[src/rtl/fifo_burst_reader_pkg.sv]
// Shared constants for the FIFO burst reader.
// State encoding and the syn_fifo read latency.
package fifo_burst_reader_pkg;

    localparam logic [1:0] ST_IDLE  = 2'd0;
    localparam logic [1:0] ST_BURST = 2'd1;
    localparam logic [1:0] ST_DRAIN = 2'd2;

    localparam int FIFO_RD_LATENCY = 1;

endpackage

[src/rtl/fifo_burst_reader_skid.sv]
// Two-entry skid buffer with same-cycle bypass.
// Absorbs the FIFO read latency and sink backpressure.
module fifo_burst_reader_skid #(
    parameter int W = 18
) (
    input  logic         sys_clk,
    input  logic         sys_rst,
    input  logic         in_valid,
    input  logic [W-1:0] in_data,
    output logic         out_valid,
    output logic [W-1:0] out_data,
    input  logic         out_ready,
    output logic [1:0]   occ
);

    logic [W-1:0] mem0;
    logic [W-1:0] mem1;
    logic         pop;
    logic         keep;

    assign out_valid = occ != 2'd0 || in_valid;
    assign out_data  = (occ == 2'd0 && in_valid) ? in_data : mem0;
    assign pop       = out_valid && out_ready;
    // a bypassed beat taken on arrival is never stored
    assign keep      = in_valid && !(pop && occ == 2'd0);

    always_ff @(posedge sys_clk) begin
        if (sys_rst) begin
            occ  <= 2'd0;
            mem0 <= '0;
            mem1 <= '0;
        end else begin
            if (pop && occ != 2'd0) begin
                mem0 <= mem1;
            end
            if (keep) begin
                if (occ == 2'd2 || (occ == 2'd1 && !pop)) begin
                    mem1 <= in_data;
                end else begin
                    mem0 <= in_data;
                end
            end
            occ <= occ + {1'b0, in_valid} - {1'b0, pop};
        end
    end

endmodule

[src/rtl/fifo_burst_reader.sv]
// Drains syn_fifo in fixed-length framed bursts onto a valid/ready stream.
// Short bursts are flushed after a run of idle cycles.
module fifo_burst_reader
    import fifo_burst_reader_pkg::*;
#(
    parameter int WIDTH      = 16,
    parameter int ADDR_WIDTH = 9,
    parameter int BURST_LEN  = 64,
    parameter int TIMEOUT    = 1000
) (
    input  logic                  sys_clk,
    input  logic                  sys_rst,
    output logic                  fifo_rd_en,
    input  logic [WIDTH-1:0]      fifo_dout,
    input  logic                  fifo_empty,
    input  logic [ADDR_WIDTH-1:0] fifo_cnt,
    output logic [WIDTH-1:0]      m_data,
    output logic                  m_valid,
    input  logic                  m_ready,
    output logic                  m_sof,
    output logic                  m_eof,
    output logic                  busy
);

    localparam int LW = ADDR_WIDTH + 1;
    localparam int TW = $clog2(TIMEOUT + 1);
    localparam logic [LW-1:0] FULL_LVL = {1'b1, {ADDR_WIDTH{1'b0}}};
    localparam logic [LW-1:0] BLEN     = LW'(BURST_LEN);
    localparam logic [LW-1:0] ONE_L    = LW'(1);
    localparam logic [TW-1:0] TMO_LAST = TW'(TIMEOUT - 1);

    logic [1:0]                 state;
    logic [LW-1:0]              level;
    logic [LW-1:0]              rem;
    logic [TW-1:0]              idle_tmr;
    logic [FIFO_RD_LATENCY-1:0] pend;
    logic                       in_flight;
    logic                       pend_sof;
    logic                       pend_eof;
    logic                       first;
    logic [1:0]                 occ;
    logic                       full_go;
    logic                       tmo_go;
    logic                       pop;
    logic                       last_rd;
    logic [2:0]                 after_pop;
    logic [WIDTH+1:0]           out_beat;

    // a full FIFO reports fifo_cnt==0 while not empty
    assign level = (fifo_cnt == '0 && !fifo_empty) ? FULL_LVL
                                                   : {1'b0, fifo_cnt};

    assign full_go   = level >= BLEN;
    assign tmo_go    = !fifo_empty && idle_tmr == TMO_LAST;
    assign in_flight = |pend;
    assign pop       = m_valid && m_ready;
    assign after_pop = {1'b0, occ} + {2'b0, in_flight} - {2'b0, pop};

    assign fifo_rd_en = state == ST_BURST && rem != '0
                        && !fifo_empty && after_pop < 3'd2;
    assign last_rd    = fifo_rd_en && rem == ONE_L;
    assign busy       = state != ST_IDLE;

    always_ff @(posedge sys_clk) begin
        if (sys_rst) begin
            state    <= ST_IDLE;
            rem      <= '0;
            idle_tmr <= '0;
            first    <= 1'b0;
            pend     <= '0;
            pend_sof <= 1'b0;
            pend_eof <= 1'b0;
        end else begin
            pend     <= FIFO_RD_LATENCY'({pend, fifo_rd_en});
            pend_sof <= fifo_rd_en && first;
            pend_eof <= last_rd;
            if (fifo_rd_en) begin
                first <= 1'b0;
                rem   <= rem - ONE_L;
            end
            case (state)
                ST_IDLE: begin
                    if (full_go || tmo_go) begin
                        state    <= ST_BURST;
                        rem      <= full_go ? BLEN : level;
                        first    <= 1'b1;
                        idle_tmr <= '0;
                    end else if (fifo_empty) begin
                        idle_tmr <= '0;
                    end else begin
                        idle_tmr <= idle_tmr + TW'(1);
                    end
                end
                ST_BURST: begin
                    if (last_rd || rem == '0) begin
                        state <= ST_DRAIN;
                    end
                end
                ST_DRAIN: begin
                    if (occ == 2'd0 && !in_flight) begin
                        state <= ST_IDLE;
                    end
                end
                default: state <= ST_IDLE;
            endcase
        end
    end

    fifo_burst_reader_skid #(
        .W(WIDTH + 2)
    ) u_skid (
        .sys_clk  (sys_clk),
        .sys_rst  (sys_rst),
        .in_valid (pend[FIFO_RD_LATENCY-1]),
        .in_data  ({pend_sof, pend_eof, fifo_dout}),
        .out_valid(m_valid),
        .out_data (out_beat),
        .out_ready(m_ready),
        .occ      (occ)
    );

    assign m_sof  = out_beat[WIDTH+1];
    assign m_eof  = out_beat[WIDTH];
    assign m_data = out_beat[WIDTH-1:0];

endmodule

[config.mk]
export PLATFORM = sky130hd
export DESIGN_NAME = fifo_burst_reader
export DESIGN_NICKNAME = d
export VERILOG_FILES = /design/src/rtl/fifo_burst_reader_pkg.sv /design/src/rtl/fifo_burst_reader_skid.sv /design/src/rtl/fifo_burst_reader.sv
export SDC_FILE = /design/constraint.sdc
export NUM_CORES = 1
export LEC_CHECK = 0
export ABC_AREA = 1
export BUFFER_PORTS_ARGS = -buffer_cell sky130_fd_sc_hd__buf_2
export CAP_MARGIN = 25
export CORE_ASPECT_RATIO = 0.6
export CORE_UTILIZATION = 55
export CTS_CLUSTER_SIZE = 14
export DETAILED_ROUTE_END_ITERATION = 8
export PLACE_DENSITY = 0.77
export SLEW_MARGIN = 20
export SYNTH_ARGS = -nofsm -noshare
export SYNTH_HDL_FRONTEND = slang
export SYNTH_SLANG_ARGS = --single-unit
[constraint.sdc]
create_clock -name sys_clk -period 3.52 [get_ports sys_clk]
set_input_delay 0.704 -clock sys_clk [delete_from_list [all_inputs] [get_ports sys_clk]]
set_output_delay 0.704 -clock sys_clk [all_outputs]
set_load 0.01 [all_outputs]
==> results.ini, run 1 <==
[status]
status = completed

[global_routing]
top_usage_layer = met2
use_met1 = 0.312
use_met3 = 0.0667
grt_pass1_wl_mm = 13.5
grt_pass1_vias = 3186
grt_usage = 0.254
antenna_found_initial = 0
grt_overflow = 0
use_met2 = 0.419
grt_max_degree = 37

[pwr]
peakVddDrop_mv = 0.341
power_density_nw_per_um2 = 568
p_leak_nw = 1.72

[drt]
ant_nets = 0
routed_wl_mm = 7.60
detail_route.wl_per_cell_um = 11.8
drtPass1Iterations = 7
drc_errors = 0
vias = 3313
avgViaCountPerCell = 5.17
initialDrtViolationCount = 210

[synth]
ys_ff_latch = 64
avgSynthCellArea_um2 = 6.70
ys.flop_type = dfxtp_1
synth_warnings = 0
synth_area_leaders = dfxtp_1 38%, nand2_1 14%, o21ai_0 9.5%
synthCells = 509
yosysUniqueCellTypes = 27
synth_enable_flop_cells = 0
seq_area_frac_synth = 0.376
yosys.area.top_type = dfxtp_1
netlist_area_um2 = 3410
synth_top_area_frac = 0.376
async_flop_share = 0
synth_nets = 544

[job]
drv_cap = 0

[sta]
hold_viol = 0
slew_viol_final = 0
min_period_over_period = 0.964
max_freq_ghz = 0.295
finalWorstSetupSlack_ps = 126
clock_skew_ps = 8.49
tightest_slew_ps = 960
setup_viol = 0
relSlewSlack = 0.358
period_minus_slack_ps = 3390

[setup_path]
r2r_start = u_skid.occ[1]$_SDFF_PP0_
arrival_ps = 2690
crit_path_end_kind = output pin
rrSetupSlack_ps = 800
critPathMaxFanout = 6
required_ps = 2820
crit_path_start_kind = flop
reg2reg_depth = 15
critPathLaunch = u_skid.occ[1]$_SDFF_PP0_
setup.worst_path.class = reg -> out

[floorplan]
die_w_um = 104
die_h_um = 63.0
start_util = 0.590
core-area_um2 = 5780
std_cell_rows = 21
io_pins = 50
dieArea_um2 = 6530

[worst_hold_path]
hp-class = reg -> reg
hold_start = u_skid.mem1[5]$_SDFFE_PP0P_
worstHoldPathCells = 2

[clocking]
clockBufferDepth = 2
holdBufCountCts = 0
path_clk_slew_ps = 70
clock_latency_ps = 330
cts_tree = built
h-tree-depth = 3
cts_buffers = 9
cts_root_buf = clkbuf_8
cts.sinks = 64

[finish]
nFillCells = 511
post_route_cells_drive_above_1_share = 0.162
fin_util = 0.676
syn_to_final_growth_pct = 14.5
num-nets-final = 591
insertedDiodeCount = 0

[place]
numPortBuffers = 49
dpl_worst_slack_ps = 160
hpwl_mm = 5.38
gp_congestion = 0.859

[synthesized netlist by cell type, types with 3 or more instances]
library cell / number
a21oi_1: 45
buf_2: 6
clkbuf_1: 11
clkinv_1: 3
dfxtp_1: 64
ha_1: 5
inv_1: 62
mux2_2: 9
nand2_1: 123
nand3_1: 21
nand4_1: 6
nor2_1: 60
nor3b_1: 5
o21ai_0: 65
o21ai_2: 3
xnor2_1: 5
xor2_1: 3
[worst paths after layout]
path | endpoint
max | fifo_rd_en
min | u_skid.mem1[5]$_SDFFE_PP0P_
max reg2reg | rem[6]$_SDFF_PP0_
min reg2reg | u_skid.mem1[5]$_SDFFE_PP0P_
[cells by family (layout without fill, tap and decap cells)]
kind of cell,count (synthesis),in the layout,share of synthesized area
AND/OR/NAND/NOR,221,221,0.274
buffers and inverters,87,139,0.103
flip-flops,64,64,0.376
XOR/XNOR,8,8,0.0206
adder cells (fa/ha/maj),6,6,0.0242
multiplexers,9,9,0.0297
AO/OA/AOI/OAI,114,114,0.172
[registers in the layout, indices dropped and copies added, names as in the netlist]
name         count
u_skid.mem0     18
u_skid.mem1     18
idle_tmr        10
rem             10
state            2
u_skid.occ       2
first            1
in_flight        1
pend_eof         1
pend_sof         1
[critical path: stages (launching register included)]
cell and delay, ps:
dfxtp_2 360, nor2_4 180, a21oi_1 90, ha_1 280, inv_1 40, ha_1 190, fa_1 450, inv_1 100
nand2_1 90, nor3b_4 280, nand3_4 120, clkinv_1 70, buf_2 120
[cell usage in the layout, fill, tap and decap left out, types with 2 or more instances in the layout]
cell,n
nand2_1,123
o21ai_2,3
nand3_1,21
inv_2,2
buf_4,7
ha_1,5
xor2_1,3
nand3b_1,2
clkinv_2,2
mux2_2,9
o21ai_0,65
clkinv_1,3
xnor2_1,5
clkbuf_8,10
nand4_1,6
dfxtp_1,63
a21oi_1,45
buf_2,49
nor2_1,60
nor3b_1,5
inv_1,62
[power breakdown]
part | leakage, nW | internal (mW) | switching, mW
Sequential | 0.518 | 0.783 | 0.0501
Combinational | 1.10 | 0.288 | 0.478
Clock | 0.0993 | 0.345 | 0.274
Total | 1.72 | 1.42 | 0.802
[what timing repair did]
action | 4_1_cts | 5_1_grt
setup endpoints to repair | 0 | 1
buffers inserted | 0 | 1
resized for setup | 0 | 1
[layer usage]
layer,share of wire,routed length (µm)
met5,0,0
met4,0.018,140
met3,0.076,577
met2,0.44,3340
met1,0.47,3540
[cell type report]
cell class,instances,area [µm²],share of cell area
Sequential cell,64,1280,0.328
Tap cell,80,100,0.0256
Multi-Input combinational cell,358,1780,0.455
Clock buffer,11,141,0.0362
Timing Repair Buffer,56,298,0.0763
Inverter,67,251,0.0644
Clock inverter,5,56.3,0.0144
[per-stage QoR]
step / TNS, ps / std cells / hold WS (ps) / power (mW) / cell area, µm²
after floorplan: 0 / 509 / 425 / 1.39 / 3410
after global placement: 0 / 624 / 433 / 1.56 / 3700
after detailed placement: 0 / 624 / 439 / 1.59 / 3700
after CTS: 0 / 640 / 449 / 2.21 / 3900
after global routing: -5.21 / 641 / 471 / 2.37 / 3910
final: 0 / 641 / 447 / 2.22 / 3910
(Power assumes the default switching activity.)
==> inputs of run 2 (changes only) <==
--- a/config.mk
+++ b/config.mk
@@ -9,10 +9,9 @@
 export BUFFER_PORTS_ARGS = -buffer_cell sky130_fd_sc_hd__buf_2
 export CAP_MARGIN = 25
 export CORE_ASPECT_RATIO = 0.6
-export CORE_UTILIZATION = 55
+export CORE_UTILIZATION = 30
 export CTS_CLUSTER_SIZE = 14
 export DETAILED_ROUTE_END_ITERATION = 8
-export PLACE_DENSITY = 0.77
 export SLEW_MARGIN = 20
 export SYNTH_ARGS = -nofsm -noshare
 export SYNTH_HDL_FRONTEND = slang
==> results.ini, run 2 (synthesized netlist as in run 1, its figures left out) <==
[finish]
syn_to_final_growth_pct = 19.3
num-nets-final = 591
fin_util = 0.376
post_route_cells_drive_above_1_share = 0.164
final_common_cell = nand2_1
final_cell_mix = 123 x nand2_1, 65 x o21ai_0, 63 x dfxtp_1
top_regs = u_skid.mem0: 18 flops, u_skid.mem1: 18 flops

[sta]
hold_viol = 0
min_period_over_period = 0.957
slew_viol_final = 0
setup_tns_ps = 0
max_freq_ghz = 0.297
period_minus_slack_ps = 3370
rsz0062_at_grt = no
clock_skew_ps = 8.18
relSlewSlack = 0.541
setup_viol = 0
tightest_slew_ps = 686

[setup_path]
required_ps = 2820
crit_path_cell_trace = buf_2 -> inv_1 -> a21oi_1 -> ha_1 -> inv_1 -> ha_1 -> fa_1 -> inv_1 -> nand2_1 -> nor3b_4 -> nand3_4 -> clkinv_1 -> buf_2
cp.depth = 13
critPathMaxFanout = 4
max_stage_delay_ps = 430
crit_buf_inv = 6
crit_path_end_kind = output pin
cp_slowest_cell = fa_1
path_common_cell = inv_1
setup.worst_path.class = in -> out
reg2reg_depth = 15
critPathTopFamily = adder cells
arrival_ps = 2660
crit_path_start_kind = primary input

[drt]
avgViaCountPerCell = 4.56
ant_nets = 0
drc_errors = 0
detail_route.wl_per_cell_um = 11.3
routed_wl_mm = 7.92
drtPass1Iterations = 6
vias = 3198
initialDrtViolationCount = 195

[pwr]
switching_share = 0.352
p_leak_nw = 1.76
p_int_mw = 1.56
p_seq_frac = 0.346
p_total_mw = 2.41
peakVddDrop_mv = 0.287
power.switching_mw = 0.849
power_density_nw_per_um2 = 593
clkPwrFrac = 0.343
p_comb_frac = 0.311

[clocking]
clock_latency_ps = 320
path_clk_slew_ps = 60
cts_buffers = 9
clockBufferDepth = 2
cts_tree = built
h-tree-depth = 3
cts_root_buf = clkbuf_16
holdBufCountCts = 0
cts.sinks = 64

[global_routing]
grt_usage = 0.142
antenna_found_initial = 1
grt_max_degree = 37
grt_overflow = 0
grt_pass1_vias = 2901
grt_pass1_wl_mm = 13.6

[worst_hold_path]
hp-class = reg -> reg
worstHoldPathCells = 2

[status]
status = completed

[floorplan]
dieArea_um2 = 11800
die_h_um = 84.6
start_util = 0.315
die_w_um = 140
std_cell_rows = 29
core-area_um2 = 10800
io_pins = 50

[place]
hpwl_mm = 5.63
gp_congestion = 0.833
numPortBuffers = 49

[job]
drv_cap = 0

==> run 2: changes by cell type in the layout (fill, tap and decap cells not counted) <==
cell,before,now
inv_6,0,1
clkbuf_8,10,1
bufinv_16,1,0
clkbuf_1,1,0
clkinv_4,1,2
clkbuf_16,0,9
diode_2,0,1
==> run 2: power by group through the flow <==
stage / Sequential [mW] / Clock [mW] / Combinational, mW
3_5_place_dp: 0.847 / 0 / 0.738
5_1_grt: 0.840 / 0.894 / 0.852
6_report: 0.834 / 0.828 / 0.749
2_1_floorplan: 0.837 / 0 / 0.551
4_1_cts: 0.831 / 0.860 / 0.742
3_3_place_gp: 0.846 / 0 / 0.728
==> run 2: final cells by class <==
cell class / instances / area, µm²
clock inverter: 6 / 43.8
multi-input combinational: 358 / 1780
antenna: 1 / 2.50
clock buffer: 10 / 239
fill: 1140 / 6750
timing repair buffer: 56 / 298
tap: 139 / 174
inverter: 67 / 251
sequential: 64 / 1280
==> run 2: path summary, 6_finish.rpt <==
kind                                  endpoint                          from  slack [ps]
setup reg to reg             rem[6]$_SDFF_PP0_      u_skid.occ[1]$_SDFF_PP0_         890
hold reg to reg   u_skid.mem1[17]$_SDFFE_PP0P_  u_skid.mem1[17]$_SDFFE_PP0P_         440
setup / recovery                    fifo_rd_en                       m_ready         150
hold / removal    u_skid.mem1[17]$_SDFFE_PP0P_  u_skid.mem1[17]$_SDFFE_PP0P_         440
==> run 2: what timing repair did <==
| item | CTS | global route |
|---|---|---|
| setup buffers | 0 | 1 |
| gates resized for setup | 0 | 1 |
| endpoints found under the setup margin | 0 | 1 |
| endpoints found under the hold margin | 0 | 0 |
==> run 2: per-stage QoR <==
stage	cells	hold slack [ps]	instance area, µm²	setup WS [ps]
after floorplan	509	425	3410	440
after global placement	683	432	3770	198
after detailed placement	683	441	3770	152
after CTS	699	449	4060	107
final	701	445	4070	152
after global routing	700	473	4060	38.5
==> run 2: worst min-delay path: cells and delay by family (launching register included) <==
family	cells	cell delay, ps
compound gates	1	50
buf+inv	1	50
flops	1	290
==> run 2: routing by layer <==
layer,vias up,share of wire,GRT usage
met1,1388,0.53,0.199
li1,1724,-,-
met3,7,0.062,0.0456
met5,-,0,0
met2,79,0.40,0.212
met4,0,0.0043,0.0290
==> inputs of run 3 (changes only) <==
--- a/config.mk
+++ b/config.mk
@@ -12,6 +12,8 @@
 export CORE_UTILIZATION = 30
 export CTS_CLUSTER_SIZE = 14
 export DETAILED_ROUTE_END_ITERATION = 8
+export GPL_TIMING_DRIVEN = 1
+export RECOVER_POWER = 25
 export SLEW_MARGIN = 20
 export SYNTH_ARGS = -nofsm -noshare
 export SYNTH_HDL_FRONTEND = slang
==> results.ini, run 3 (synthesized netlist as in run 1, its figures left out) <==
[finish]
final_common_cell = nand2_1
final_cell_mix = 124 x nand2_1, 65 x o21ai_0, 63 x dfxtp_1
nFillCells = 1143
num-nets-final = 591
fin_util = 0.375
syn_to_final_growth_pct = 19.1
instances_no_fill = 701
top_regs = u_skid.mem0: 18 flops, u_skid.mem1: 18 flops
post_route_cells_drive_above_1_share = 0.160

[drt]
initialDrtViolationCount = 187
routed_wl_mm = 7.95
avgViaCountPerCell = 4.58
vias = 3211
detail_route.wl_per_cell_um = 11.3
ant_nets = 0
drtPass1Iterations = 5
drc_errors = 0

[sta]
setup_viol = 0
clock_skew_ps = 8.16
setup_tns_ps = 0
tightest_slew_ps = 1040
max_freq_ghz = 0.297
relSlewSlack = 0.305
hold_viol = 0
slew_viol_final = 0
rsz0062_at_grt = no
period_minus_slack_ps = 3370
min_period_over_period = 0.957
finalHoldWorstSlack_ps = 445

[place]
place_inst = 683
numPortBuffers = 49
gp_congestion = 0.833
hpwl_mm = 5.63

[setup_path]
path_common_cell = inv_1
arrival_ps = 2660
reg2reg_depth = 15
critPathMaxFanout = 4
required_ps = 2820
reg2reg_to = rem[6]$_SDFF_PP0_
max_stage_delay_ps = 430
crit_path_cell_trace = buf_2 -> inv_1 -> a21oi_1 -> ha_1 -> inv_1 -> ha_1 -> fa_1 -> inv_1 -> nand2_1 -> nor3b_4 -> nand3_4 -> clkinv_1 -> buf_2
critPathLaunch = m_ready
cp_slowest_cell = fa_1
rrSetupSlack_ps = 890
crit_path_end_kind = output pin
r2r_start = u_skid.occ[1]$_SDFF_PP0_
setup.worst_path.class = in -> out
crit_path_start_kind = primary input

[floorplan]
die_w_um = 140
dieArea_um2 = 11800
core-area_um2 = 10800
io_pins = 50
std_cell_rows = 29
die_h_um = 84.6
start_util = 0.315

[global_routing]
grt_overflow = 0
antenna_found_initial = 1
grt_usage = 0.142
grt_pass1_wl_mm = 13.6
grt_max_degree = 37
grt_pass1_vias = 2901

[clocking]
cts_root_buf = clkbuf_16
clockBufferDepth = 2
cts_buffers = 9
path_clk_slew_ps = 60
cts.sinks = 64
h-tree-depth = 3
clock_latency_ps = 320
cts_tree = built

[worst_hold_path]
worstHoldPathCells = 2
whs_endpoint = u_skid.mem1[17]$_SDFFE_PP0P_
hold_start = u_skid.mem1[17]$_SDFFE_PP0P_
hp-class = reg -> reg

[pwr]
p_int_mw = 1.56
power_density_nw_per_um2 = 592
p_leak_nw = 1.75
p_seq_frac = 0.347
power.switching_mw = 0.848
switching_share = 0.352
peakVddDrop_mv = 0.286
clkPwrFrac = 0.344
p_comb_frac = 0.309

[status]
status = completed

[job]
drv_cap = 0

run 3: power groups by stage:
stage               Sequential [mW]  Clock (mW)  Combinational [mW]
finish                        0.833       0.828               0.744
global route                  0.840       0.894               0.845
CTS                           0.831       0.860               0.742
detailed placement            0.847           0               0.738
global placement              0.846           0               0.728
floorplan                     0.837           0               0.551
run 3: through the flow:
step	power [mW]	cell area (µm²)	setup WS, ps
floorplan	1.39	3410	440
global placement	1.57	3770	198
detailed placement	1.59	3770	152
CTS	2.43	4060	107
global route	2.58	4060	38.5
finish	2.41	4060	151
run 3: cell type report:
class	instances	area, µm²	area share
antenna	1	2.50	0.000616
clock buffer	10	239	0.0589
sequential	64	1280	0.316
multi-input combinational	358	1770	0.437
timing repair buffer	56	294	0.0724
clock inverter	6	43.8	0.0108
tap	139	174	0.0428
inverter	67	251	0.0619
run 3: repair_timing:
| action | 4_1_cts | 5_1_grt |
|---|---|---|
| resized for setup | 0 | 1 |
| buffers inserted | 0 | 1 |
| setup endpoints to repair | 0 | 1 |
| hold buffers | 0 | 0 |
run 3: metal layers:
metal | vias to the layer above | part of all wire | track usage
li1 | 1723 | - | -
met1 | 1399 | 0.53 | 0.199
met2 | 84 | 0.40 | 0.212
met3 | 5 | 0.065 | 0.0456
met4 | 0 | 0.0040 | 0.0290
met5 | - | 0 | 0
run 3: critical path: cells and delay by family:
| kind | cells | cell delay, ps |
|---|---|---|
| AOI/OAI and AO/OA | 1 | 40 |
| adders and majority gates | 3 | 880 |
| buffers and inverters | 6 | 540 |
| and+or+nand+nor | 3 | 500 |
run 3: worst max path at each step:
stage	end	slack, ps	depth (start not counted)
floorplan	fifo_rd_en	440	11
global placement	fifo_rd_en	200	13
detailed placement	fifo_rd_en	150	13
CTS	fifo_rd_en	110	12
global route	fifo_rd_en	40	13
finish	fifo_rd_en	150	13
